File: src/rtl/gate_probe_pkg.sv
// Shared types and constants for the gate_probe truth-table sweeper.
package gate_probe_pkg;

   typedef enum logic [1:0] {
      IDLE   = 2'd0,
      DRIVE  = 2'd1,
      SAMPLE = 2'd2,
      DONE   = 2'd3
   } state_t;

   localparam int CNT_W      = 4;
   localparam int N_IN_MIN   = 1;
   localparam int N_IN_MAX   = 4;
   localparam int SETTLE_MIN = 1;
   localparam int SETTLE_MAX = 15;

endpackage

File: src/rtl/gate_probe_settle.sv
// Settle timer: counts cycles while enabled, flags the last settle cycle.
module gate_probe_settle
   import gate_probe_pkg::*;
#(
   parameter int SETTLE = 1
) (
   input  logic clk,
   input  logic rst,
   input  logic clear,
   output logic expire
);

   localparam logic [CNT_W-1:0] CNT_LAST = CNT_W'(SETTLE - 1);

   logic [CNT_W-1:0] r_cnt;

   always_ff @(posedge clk) begin
      if (rst || clear) begin
         r_cnt <= '0;
      end else begin
         r_cnt <= r_cnt + CNT_W'(1);
      end
   end

   assign expire = (r_cnt == CNT_LAST);

endmodule

File: src/rtl/gate_probe.sv
// Drives every input vector to a gate, captures its output into tt.
// Optional GATE_PROBE_CHECK_EN adds an expected-table compare (mismatch).
module gate_probe
   import gate_probe_pkg::*;
#(
   parameter int N_IN   = 2,
   parameter int SETTLE = 1
) (
   input  logic                 clk,
   input  logic                 rst,
   input  logic                 start,
   input  logic                 dut_s,
`ifdef GATE_PROBE_CHECK_EN
   input  logic [2**N_IN-1:0]   expected,
   output logic                 mismatch,
`endif
   output logic [N_IN-1:0]      dut_in,
   output logic                 busy,
   output logic                 done,
   output logic [2**N_IN-1:0]   tt
);

   localparam int             NV       = 2**N_IN;
   localparam logic [N_IN-1:0] IDX_LAST = '1;

   state_t            r_state;
   logic [N_IN-1:0]   r_idx;
   logic [N_IN-1:0]   w_idx_nxt;
   logic              w_clear;
   logic              w_expire;
   logic [NV-1:0]     w_tt_final;

   // Timer runs only while a vector is being held; any other state parks it at 0.
   assign w_clear   = (r_state != DRIVE);
   assign w_idx_nxt = r_idx + N_IN'(1);

   gate_probe_settle #(
      .SETTLE (SETTLE)
   ) u_settle (
      .clk    (clk),
      .rst    (rst),
      .clear  (w_clear),
      .expire (w_expire)
   );

   // Table including the sample being taken this cycle, so DONE-entry compare sees it.
   always_comb begin
      w_tt_final        = tt;
      w_tt_final[r_idx] = dut_s;
   end

   always_ff @(posedge clk) begin
      if (rst) begin
         r_state  <= IDLE;
         r_idx    <= '0;
         dut_in   <= '0;
         busy     <= 1'b0;
         done     <= 1'b0;
         tt       <= '0;
`ifdef GATE_PROBE_CHECK_EN
         mismatch <= 1'b0;
`endif
      end else begin
         case (r_state)
            IDLE: begin
               done <= 1'b0;
               if (start) begin
                  r_state  <= DRIVE;
                  r_idx    <= '0;
                  dut_in   <= '0;
                  busy     <= 1'b1;
                  tt       <= '0;
`ifdef GATE_PROBE_CHECK_EN
                  mismatch <= 1'b0;
`endif
               end
            end
            DRIVE: begin
               if (w_expire) begin
                  r_state <= SAMPLE;
               end
            end
            SAMPLE: begin
               tt <= w_tt_final;
               if (r_idx == IDX_LAST) begin
                  r_state  <= DONE;
                  busy     <= 1'b0;
                  done     <= 1'b1;
                  dut_in   <= '0;
`ifdef GATE_PROBE_CHECK_EN
                  mismatch <= (w_tt_final != expected);
`endif
               end else begin
                  r_state <= DRIVE;
                  r_idx   <= w_idx_nxt;
                  dut_in  <= w_idx_nxt;
               end
            end
            DONE: begin
               r_state <= IDLE;
               done    <= 1'b0;
            end
            default: begin
               r_state <= IDLE;
               busy    <= 1'b0;
               done    <= 1'b0;
               dut_in  <= '0;
            end
         endcase
      end
   end

endmodule
File: config.mk
export PLATFORM = sky130hd
export DESIGN_NAME = gate_probe
export DESIGN_NICKNAME = d
export VERILOG_FILES = /design/src/rtl/gate_probe_pkg.sv /design/src/rtl/gate_probe_settle.sv /design/src/rtl/gate_probe.sv
export SDC_FILE = /design/constraint.sdc
export NUM_CORES = 1
export LEC_CHECK = 0
export ABC_CLOCK_PERIOD_IN_PS = 3400
export CORE_ASPECT_RATIO = 1.25
export CORE_MARGIN = 2
export CORE_UTILIZATION = 45
export DETAILED_ROUTE_END_ITERATION = 6
export MAX_ROUTING_LAYER = met4
export PLACE_DENSITY = 0.67
export RECOVER_POWER = 50
export SYNTH_ARGS = -nofsm -noshare
export SYNTH_HDL_FRONTEND = slang
export SYNTH_SLANG_ARGS = --single-unit
File: constraint.sdc
create_clock -name clk -period 3.4 [get_ports clk]
set_clock_uncertainty 0.05 [all_clocks]
set_input_delay 0.68 -clock clk [delete_from_list [all_inputs] [get_ports clk]]
set_output_delay 0.68 -clock clk [all_outputs]
set_load 0.005 [all_outputs]
---- After elaboration in Yosys (flattened, before gate mapping) ----
Index checks and enable logic that the tools add are counted.
word-level totals
  memory bits (read-only) ................. 0
  word-level logic and storage cells ...... 51
  output and inout bits ................... 8
  bits in writable memories ............... 0
  input port bits ......................... 4
  bits in registers ....................... 16
  memories kept ........................... 0
  latch bits .............................. 0
cells by class
  order comparisons ....................... 2
  muxes and demuxes ....................... 19
  add/subtract/negate cells ............... 2
  bitwise logic cells ..................... 0
  reduce and logical (&&, ||, !) cells .... 12
  equal/unequal tests ..................... 9
  multiply operators ...................... 0
  shifts and indexed selects .............. 0
  divide/modulo/power cells ............... 0
operator list
  operator                                                                count
  2-bit two-way mux                                                       6
  2-bit one-hot mux with 2 select lines                                   2
  2-bit one-hot mux with 4 select lines                                   1
  4-bit one-hot mux with 2 select lines                                   1
  2-bit == test (second input constant)                                   3
  2-bit != test (second input constant)                                   3
  2-bit AND reduction                                                     3
  3-bit AND reduction                                                     2
  4-bit by 1-bit adder with 4-bit output (second input constant)          1
  4-bit bitwise mux                                                       1
  4-bit zero test                                                         1
  1-bit two-way mux                                                       4
  4-bit two-way mux                                                       1
  2-bit by 1-bit != test with 1-bit output (second input constant)        2
  1-bit one-hot mux with 2 select lines                                   2
  2-bit nonzero test                                                      2
  2-bit by 3-bit < comparator with 1-bit output (second input constant)   1
  2-bit by 1-bit adder with 2-bit output (second input constant)          1
  1-bit demux with 2-bit select                                           1
  2-bit by 1-bit == test with 1-bit output (second input constant)        1
  2-bit by 1-bit >= comparator with 1-bit output (second input constant)  1
  2-bit zero test                                                         1
  2-bit OR reduction                                                      1
  1-bit logical AND                                                       1
  1-bit logical OR                                                        1

---- Logic depth before layout (Yosys ltp) ----
  depth in word-level cells ............... 6
  mapped depth ............................ 6
  gate-level depth less buffers ........... 5

---- Cells and area by module ----
From an unflattened synthesis, not the netlist that was laid out.
unflattened totals
  cell total of the unflattened synthesis .. 96
  area total of the unflattened synthesis .. 885.8 µm²
modules (own cells, without submodules)
  module             times used  cells an instance  area each (µm²)  seq. area each (µm²)
  gate_probe         1           79                 710.7            240.2
  gate_probe_settle  1           17                 175.2            80.1

---- Least setup slack after synthesis ----
OpenSTA, ideal clock, no wires.
  path kind ............................... register to register
  from .................................... reg r_state[0]
  to ...................................... reg r_idx[0]
  stages on the path, launching flop included .. 6
  data required time ...................... 3,280 ps
  data arrival time ....................... 1,435 ps
  slack ................................... 1,845 ps
  buffers on the path ..................... 0
  clock period less this slack ............ 1,555 ps
  setup time .............................. 70 ps
  cell sequence ........................... dfxtp_1 > inv_1 > ha_1 > nor2b_4 > or4_1 > a21oi_1
between the ends
  cells in the longest elaborated chain, start to end .. 3
  elaborated cells between the ends (all ways) .. 7
  those cells by class .................... eq/ne: 3; mux: 1; reduce/logical: 3
RTL lines
  what                                                                         line              RTL
  start, declared                                                              gate_probe.sv:26  state_t r_state;
  start signal, assigned                                                       gate_probe.sv:54  r_state <= IDLE;
  start signal, assigned                                                       gate_probe.sv:68  r_state <= DRIVE;
  start signal, assigned                                                       gate_probe.sv:80  r_state <= SAMPLE;
  2-bit == test / 2-bit zero test (equally long branches)                      gate_probe.sv:64  case (r_state)
  2-bit != test (no source line) / 2-bit nonzero test (equally long branches)  --
  3-bit AND reduction (no source line)                                         --
  end signal, assigned                                                         gate_probe.sv:95  r_idx <= w_idx_nxt;
  end, declared                                                                gate_probe.sv:27  logic [N_IN-1:0] r_idx;
Several ways; a longest one is shown, not always the timed one.
A chain may end at the register's enable or synchronous reset.

---- Final worst setup path ----
  from .................................... in start
  to ...................................... reg r_idx[1]
between the ends
  cells in the longest elaborated chain, start to end .. 2
RTL lines
  what                                  line              RTL
  start, declared                       gate_probe.sv:11  input logic start,
  2-bit != test (no source line)        --
  3-bit AND reduction (no source line)  --
No other way between the ends.

==> impl_metrics.py <==
metrics = {
    "routing": {
        "top_layer_used": "met4",
        "vias": 731,
        "met3_length_um": 55,
        "drt_iter0_markers": 12,
        "wire_per_inst_um": 12.61,
        "m1WireLength_um": 750,
        "vias_per_cell": 5.538,
        "ant_nets": 0,
        "drc": 0,
        "firstDrtPassIters": 4,
        "wl_met2_um": 791,
        "wl_mm": 1.665,
    },
    "outcome": {
        "status": "complete, no violations",
    },
    "power": {
        "pwr-share-seq_pct": 39.4,
        "p_leak_nw": 0.4129,
        "power_frac_comb_pct": 38.4,
        "vdd_drop_max_mv": 0.2837,
        "p_clk_share_pct": 22.2,
        "netSwitchingFraction_pct": 36.48,
        "report.power.total_uw": 586.9,
        "p_sw_uw": 214.1,
        "cellPowerDensity_mw_per_mm2": 561.1,
        "p_int_uw": 372.8,
    },
    "worst_setup_path": {
        "rrSetupSlack_ns": 1.54,
        "worstReg2RegStart": "r_state[0]",
        "critical_path_class": "in2reg",
        "critPathLaunch": "start",
        "worst_ep_required_time_ns": 3.59,
        "end_kind": "register",
        "crit_arrival_ns": 2.12,
        "reg2reg_depth": 5,
        "reg2reg_to": "tt[3]",
        "cp-start-kind": "primary input",
        "cp_max_fo": 6,
    },
    "layout": {
        "drive_gt1_share_pct": 6.250,
        "final_nets": 129,
        "fillers": 185,
        "stdcell_count": 132,
        "antenna_cells": 0,
        "synthToLayoutAreaGrowth_pct": 15.95,
        "layout_commonest_cell": "dfxtp_1",
        "layout_common_cells": "16 x dfxtp_1, 12 x ha_1, 10 x a21oi_1",
        "fin_util_pct": 54.01,
    },
    "synthesis": {
        "synth.net_count": 115,
        "synth_ff_type": "dfxtp_1",
        "syn_avg_cell_area_um2": 9.112,
        "synthCells": 99,
        "yosys_warnings": 0,
        "ys_seq_area_share_pct": 35.51,
        "ys_seq_elements": 16,
        "synth_area_leaders": "dfxtp_1 36%, ha_1 17%, a21oi_1 5.5%, o21ai_0 3.3%, inv_1 3.3%",
        "synth_edf_count": 0,
        "yosys.area.top_type": "dfxtp_1",
        "synthArstFlopShare_pct": 0,
        "synth_area_um2": 902.1,
        "synth_top_area_share_pct": 35.51,
        "synth_cell_types": 33,
    },
    "timing": {
        "slew_viol_final": 0,
        "setup_viol": 0,
        "finalHoldViolations": 0,
        "rsz0062_at_grt": "no",
        "hold_ws_ns": 0.4074,
        "period_needed_ns": 1.940,
        "period_share_pct": 57.05,
        "tns_ns": 0,
        "maxSlewHeadroom_pct": 60.89,
        "worst_pin_slew_ns": 0.5703,
        "max_freq_mhz": 515.6,
    },
    "floorplanning": {
        "die_x_um": 44.05,
        "core_mm2": 0.001937,
        "die_area_mm2": 0.002381,
        "start_util_pct": 46.58,
        "io_pins": 12,
        "rows": 18,
        "die-height_um": 54.06,
    },
    "clock_tree": {
        "clkTransAtPathRegs_ns": 0.10,
        "clk_latency_ns": 0.30,
        "cts_setup_buffers": 0,
        "cts_sinks": 16,
        "clockBufferDepth": 2,
        "cts_hold_buf": 0,
        "ctsHtreeMaxLevel": 1,
        "clock_tree.root_cell": "clkbuf_4",
        "numCtsBuffers": 3,
        "cts_tree": "done",
        "ctsResizeCount": 0,
    },
    "placed_design": {
        "io_buffer_count": 11,
        "gp_congestion": 0.8231,
        "hpwl_mm": 1.249,
        "dp_cells": 128,
    },
    "global_routing": {
        "grt_overflow": 0,
        "grt_max_degree": 14,
        "grt_pass1_vias": 702,
        "antenna_found_initial": 0,
        "track_usage_pct": 16.91,
        "grt_pass1_wl_mm": 2.877,
    },
    "job": {
        "cap_violations": 0,
    },
    "hold_path": {
        "hold_class": "reg2reg",
        "whs_path_depth": 2,
        "hold_start": "dut_in[0]",
        "min_to": "dut_in[0]",
    },
}
state kept, by name (all words and copies together) (netlist names):
signal and cells:
busy 1, u_settle.r_cnt 4, done 1, r_state 2
r_idx 2, tt 4, dut_in 2
cell families after synthesis:
logic type      share of synthesized area, %
compound gates                         16.64
xor+xnor                               1.942
fa+ha+maj                              16.64
buf+inv                                5.548
flops                                  35.51
mux                                    1.110
simple gates                           22.61
worst max-delay path, stage by stage:
cell	delay (ns)
dlygate4sd3_1	0.62
nor2b_1	0.15
or4b_1	0.54
a21oi_1	0.13
power by group through the flow:
stage / clock, mW / combinational, mW / sequential (mW)
2_1_floorplan: 0 / 0.169 / 0.234
3_3_place_gp: 0 / 0.232 / 0.236
3_5_place_dp: 0 / 0.233 / 0.237
4_1_cts: 0.135 / 0.234 / 0.232
5_1_grt: 0.141 / 0.253 / 0.236
6_report: 0.130 / 0.225 / 0.231
how the worst max path moves through the flow:
stage                    end  slack, ns
floorplan           r_idx[0]       1.85
detailed placement     tt[3]       1.21
global placement       tt[3]       1.25
CTS                     busy       1.51
finish              r_idx[1]       1.46
global route           tt[1]       1.35
Yosys cell counts (2+ instances only):
library cell / number
a21oi_1: 10
and2_1: 2
dfxtp_1: 16
ha_1: 12
inv_1: 8
nand2_1: 3
nand2b_1: 3
nand3_1: 3
nand4_1: 3
nor2_1: 7
nor2b_1: 3
o21ai_0: 6
o31ai_1: 2
or3_1: 2
stage by stage:
stage	worst slack [ns]	cell area, um2
final	1.460	1046
after global routing	1.354	1046
after CTS	1.512	1054
after detailed placement	1.213	1017
after global placement	1.255	1017
after floorplan	1.845	902.1
per-layer routing:
layer | vias to the layer above | track usage [%]
met5 | - | -
met1 | 332 | 18.50
met3 | 7 | 2.013
met4 | 0 | 11.11
li1 | 377 | -
met2 | 15 | 28.68
area by class of cell:
| type | instances | area (um2) | area share, % |
|---|---|---|---|
| Tap cell | 20 | 25.02 | 2.392 |
| Multi-Input combinational cell | 73 | 524.3 | 50.12 |
| Inverter | 8 | 30.03 | 2.871 |
| Clock buffer | 4 | 36.28 | 3.469 |
| Timing Repair Buffer | 11 | 110.1 | 10.53 |
| Sequential cell | 16 | 320.3 | 30.62 |
Power figures use the tool's default switching activity.
